==> config.mk <==
export PLATFORM = sky130hd
export DESIGN_NAME = reg_bus_decoder
export DESIGN_NICKNAME = d
export VERILOG_FILES = /design/src/rtl/reg_bus_decoder.sv
export SDC_FILE = /design/constraint.sdc
export NUM_CORES = 1
export LEC_CHECK = 0
export CAP_MARGIN = 30
export CORE_MARGIN = 3
export CORE_UTILIZATION = 46
export DETAILED_ROUTE_END_ITERATION = 12
export PLACE_DENSITY = 0.85
export SETUP_SLACK_MARGIN = 0.02
export SYNTH_ARGS = -nofsm -noshare
export SYNTH_HDL_FRONTEND = slang
export SYNTH_SLANG_ARGS = --single-unit
==> constraint.sdc <==
create_clock -name clk -period 2.8 [get_ports clk]
set_input_delay 0.42 -clock clk [delete_from_list [all_inputs] [get_ports clk]]
set_output_delay 0.42 -clock clk [all_outputs]
set_load 0.05 [all_outputs]
==> src/rtl/reg_bus_decoder.sv <==
// Initiator side of the PWM register bus: turns SPI instruction/data byte pairs
// into register read/write strobes and returns read data as the next SPI byte.
module reg_bus_decoder #(
  parameter int unsigned           ADDR_W   = 6,
  parameter int unsigned           DATA_W   = 8,
  parameter logic [ADDR_W-1:0]     MAX_ADDR = 6'h0F
) (
  input  logic              clk,
  input  logic              rst,
  input  logic              frame_active,
  input  logic              byte_sync,
  input  logic [DATA_W-1:0] data_in,
  output logic [DATA_W-1:0] data_out,
  output logic              read,
  output logic              write,
  output logic [ADDR_W-1:0] addr,
  input  logic [DATA_W-1:0] data_read,
  output logic [DATA_W-1:0] data_write,
  output logic              busy,
  output logic              err
);

  typedef enum logic [1:0] {IDLE, RD, DATA} state_t;

  state_t              state, state_nx;
  logic                rw_q, rw_nx;
  logic                read_nx, write_nx, err_nx;
  logic [ADDR_W-1:0]   addr_nx;
  logic [DATA_W-1:0]   dw_nx, dout_nx;

  // Instruction byte fields; bit DATA_W-2 is reserved.
  logic                in_rw, in_ok, addr_ok;
  logic [ADDR_W-1:0]   in_addr;

  assign in_rw   = data_in[DATA_W-1];
  assign in_addr = data_in[ADDR_W-1:0];
  assign in_ok   = (in_addr <= MAX_ADDR);
  assign addr_ok = (addr <= MAX_ADDR);
  assign busy    = (state != IDLE);

  always_ff @(posedge clk) begin
    if (rst) begin
      state      <= IDLE;
      rw_q       <= 1'b0;
      read       <= 1'b0;
      write      <= 1'b0;
      err        <= 1'b0;
      addr       <= '0;
      data_write <= '0;
      data_out   <= '0;
    end else begin
      state      <= state_nx;
      rw_q       <= rw_nx;
      read       <= read_nx;
      write      <= write_nx;
      err        <= err_nx;
      addr       <= addr_nx;
      data_write <= dw_nx;
      data_out   <= dout_nx;
    end
  end

  always_comb begin
    state_nx = state;
    if (!frame_active) begin
      state_nx = IDLE;
    end else begin
      case (state)
        IDLE:    if (byte_sync) state_nx = (!in_rw && in_ok) ? RD : DATA;
        RD:      state_nx = DATA;
        DATA:    if (byte_sync) state_nx = IDLE;
        default: state_nx = IDLE;
      endcase
    end
  end

  // Next values of the registered outputs; a dropped frame leaves them quiet.
  always_comb begin
    rw_nx    = rw_q;
    read_nx  = 1'b0;
    write_nx = 1'b0;
    err_nx   = 1'b0;
    addr_nx  = addr;
    dw_nx    = data_write;
    dout_nx  = data_out;
    if (frame_active) begin
      case (state)
        IDLE: if (byte_sync) begin
          rw_nx   = in_rw;
          addr_nx = in_addr;
          if (!in_rw) begin
            if (in_ok) begin
              read_nx = 1'b1;
            end else begin
              dout_nx = '0;
              err_nx  = 1'b1;
            end
          end
        end
        RD: begin
          dout_nx = data_read;
          err_nx  = byte_sync;   // byte arriving mid-read is dropped
        end
        DATA: if (byte_sync && rw_q) begin
          if (addr_ok) begin
            dw_nx    = data_in;
            write_nx = 1'b1;
          end else begin
            err_nx = 1'b1;
          end
        end
        default: ;
      endcase
    end
  end

endmodule

==> flow_summary.ini <==
[placed_design]
hpwl_mm = 1.957
gp_congestion = 0.8078
portBuffers = 45

[global_route]
antenna_found_initial = 0
grt_start_max_net_pins = 25
grt.total_usage = 0.1719
grt_pass1_wl_mm = 4.567
grt.overflow.total = 0
grt_pass1_vias = 1000

[logic_synthesis]
synthArstFlopShare = 0
post-synth-top-count-cell = dfxtp_1
synth-edff-count = 0
ys_seq_area_frac = 0.4731
synth_cell_type_count = 25
yosysTopAreaCellShare = 0.4731
synth_fp_nets = 137
yosysWarningCount = 0
syn_inst = 117
synthTopCellsByCount = 28 x dfxtp_1, 17 x nand2b_1, 15 x mux2i_1, 10 x a21oi_1
syn_area_sq_mm = 0.001185
synth_top_area_cell = dfxtp_1
ys_ff_latch = 28
synth_area_leaders = dfxtp_1 47%, mux2i_1 13%, nand2b_1 9.0%, a22oi_1 5.1%, o211ai_1 5.1%
syn_avg_cell_area_sq_um = 10.13
synth_flop_cell = dfxtp_1

[drt]
ant_nets = 0
wl_per_cell_microns = 13.90
vias = 1013
drc = 0
routed_wl_mm = 2.627
first_pass_iters = 4
drtIter0Drc = 20
via_per_inst = 5.360

[worst_setup_path]
reg2regPathDepth = 3
startpoint = state[1]$_SDFFE_PP0P_
r2r-end = data_write[6]$_SDFFE_PP0P_
slowest_delay_ps = 800
crit_end = busy
cpMaxStageDelayCell = clkdlybuf4s50_1
worstSetupEndpointType = output port
critPathArrivalTime_ps = 1790
start_kind = flip-flop
critPathKind = reg -> out
critical_path.top_delay_family = buffers and inverters
path_max_fanout = 7
critical_path_buf_inv_count = 1
crit_cells = 2
crit_required_ps = 2380
reg2reg_from = state[1]$_SDFFE_PP0P_
r2r_slack_ps = 1280
crit_chain = or2_2, clkdlybuf4s50_1

[cells_and_area]
antenna_cells = 0
fillers = 185
layout-drive-gt1-share = 0.05590
syn_to_final_growth_pct = 42.66
post-route-util = 0.7291
nets = 182

[clock_network]
htree_levels = 1
clock_path_buffers = 2
tritoncts = done
clkSlewWorstSetupHoldPaths_ps = 150
clk_latency_ps = 320
cts_root_buf = clkbuf_4
hold_buffers = 0
numCtsBuffers = 3
clock-sinks = 28
postCtsSetupRepairBufs = 0
cts_resized = 0

[power]
cellPowerDensity_mw_per_mm2 = 425.0
ir_drop_v = 0.0002631
power_leakage_nw = 0.6042

[flow_run]
maxCapViolations = 0

[floorplan]
rows = 17
die-area_sq_mm = 0.003221
io_pins = 46
fp.coreArea_sq_mm = 0.002318
initial_core_util = 0.5111
die_x_microns = 56.75
fp.dieH_microns = 56.75

[timing]
finalCriticalPeriod_ps = 2213
finalSetupViolations = 0
slew_violations = 0
max_freq_mhz = 451.9
worst_slew_margin_rel = 0.5370
grt_setup_unrepaired = false
post-route-period-util = 0.7903
worst_slew_pin_slew_ps = 693.1
hold_viol_final = 0
skew_ps = 2.549
tns_ps = 0

[hold_path]
hold_path.class = reg -> reg

[outcome]
status = completed
-- layout make-up --
type | instances | area, sq um | area share
multi-input combinational | 81 | 593.1 | 0.3509
tap | 28 | 35.03 | 0.02073
clock buffer | 4 | 36.28 | 0.02147
timing repair buffer | 46 | 457.9 | 0.2709
inverter | 2 | 7.507 | 0.004441
sequential | 28 | 560.5 | 0.3316
-- worst min-delay path: stages, from the launching register on --
cell	delay (ps)
dfxtp_1	340
nand2b_1	60
mux2i_1	60
-- kinds of logic (layout without fill, tap and decap cells) --
logic type / Yosys count / in the layout / share of synthesized area
AO/OA/AOI/OAI: 30 / 30 / 0.1679
buffers and inverters: 8 / 52 / 0.02639
flip-flops: 28 / 28 / 0.4731
multiplexers: 15 / 15 / 0.1267
AND/OR/NAND/NOR: 36 / 36 / 0.2059
-- flip-flops by register name, indices dropped and copies added (netlist names) --
signal      cells
read            1
addr            6
rw_q            1
err             1
data_write      8
write           1
data_out        8
state           2
-- cell usage in the layout (no fill, tap or decap), drive strengths merged --
master / Yosys / layout
or2: 2 / 2
a21oi: 10 / 10
clkinv: 1 / 1
inv: 1 / 1
nand2: 1 / 1
o21bai: 2 / 2
and4bb: 1 / 1
nor2: 7 / 7
nand3b: 1 / 1
clkdlybuf4s50: 0 / 45
a22oi: 8 / 8
o21ai: 1 / 1
nor3: 2 / 2
dfxtp: 28 / 28
nand2b: 17 / 17
buf: 1 / 1
or3: 1 / 1
nor4bb: 1 / 1
nor4: 2 / 2
mux2i: 15 / 15
o211ai: 8 / 8
and3b: 1 / 1
a21o: 1 / 1
clkbuf: 5 / 4
-- where the power goes --
group	switching, mW	internal, mW
logic	0.0581	0.0518
registers	0.00693	0.406
clock network	0.116	0.0794
total	0.181	0.537
-- routing by layer --
| layer | wire length (microns) | global-route usage |
|---|---|---|
| met4 | 0 | 0.02980 |
| met3 | 203 | 0.04138 |
| met5 | 0 | 0 |
| met2 | 1240 | 0.2970 |
| met1 | 1183 | 0.2187 |
-- worst min path at each step --
stage                               startpoint                    endpoint  slack (ps)  cells past startpoint
CTS                 data_write[5]$_SDFFE_PP0P_  data_write[5]$_SDFFE_PP0P_         490                      2
floorplan                    rw_q$_SDFFE_PP0P_            write$_SDFF_PP0_         500                      2
finish              data_write[2]$_SDFFE_PP0P_  data_write[2]$_SDFFE_PP0P_         490                      2
detailed placement  data_write[2]$_SDFFE_PP0P_  data_write[2]$_SDFFE_PP0P_         460                      2
global placement    data_write[6]$_SDFFE_PP0P_  data_write[6]$_SDFFE_PP0P_         460                      2
global route        data_write[5]$_SDFFE_PP0P_  data_write[5]$_SDFFE_PP0P_         500                      2
-- through the flow --
step | std cells | power (mW) | worst slack, ps | hold slack, ps | area (sq um)
4_1_cts | 189 | 0.7205 | 579.8 | 488.5 | 1690
6_report | 189 | 0.7184 | 587.0 | 485.9 | 1690
3_3_place_gp | 185 | 0.5298 | 902.9 | 461.0 | 1654
2_1_floorplan | 117 | 0.4804 | 1359 | 500.8 | 1185
5_1_grt | 189 | 0.7496 | 497.9 | 502.4 | 1690
3_5_place_dp | 185 | 0.5315 | 820.7 | 460.6 | 1654
Note: power is estimated with default switching activity, not from simulation.
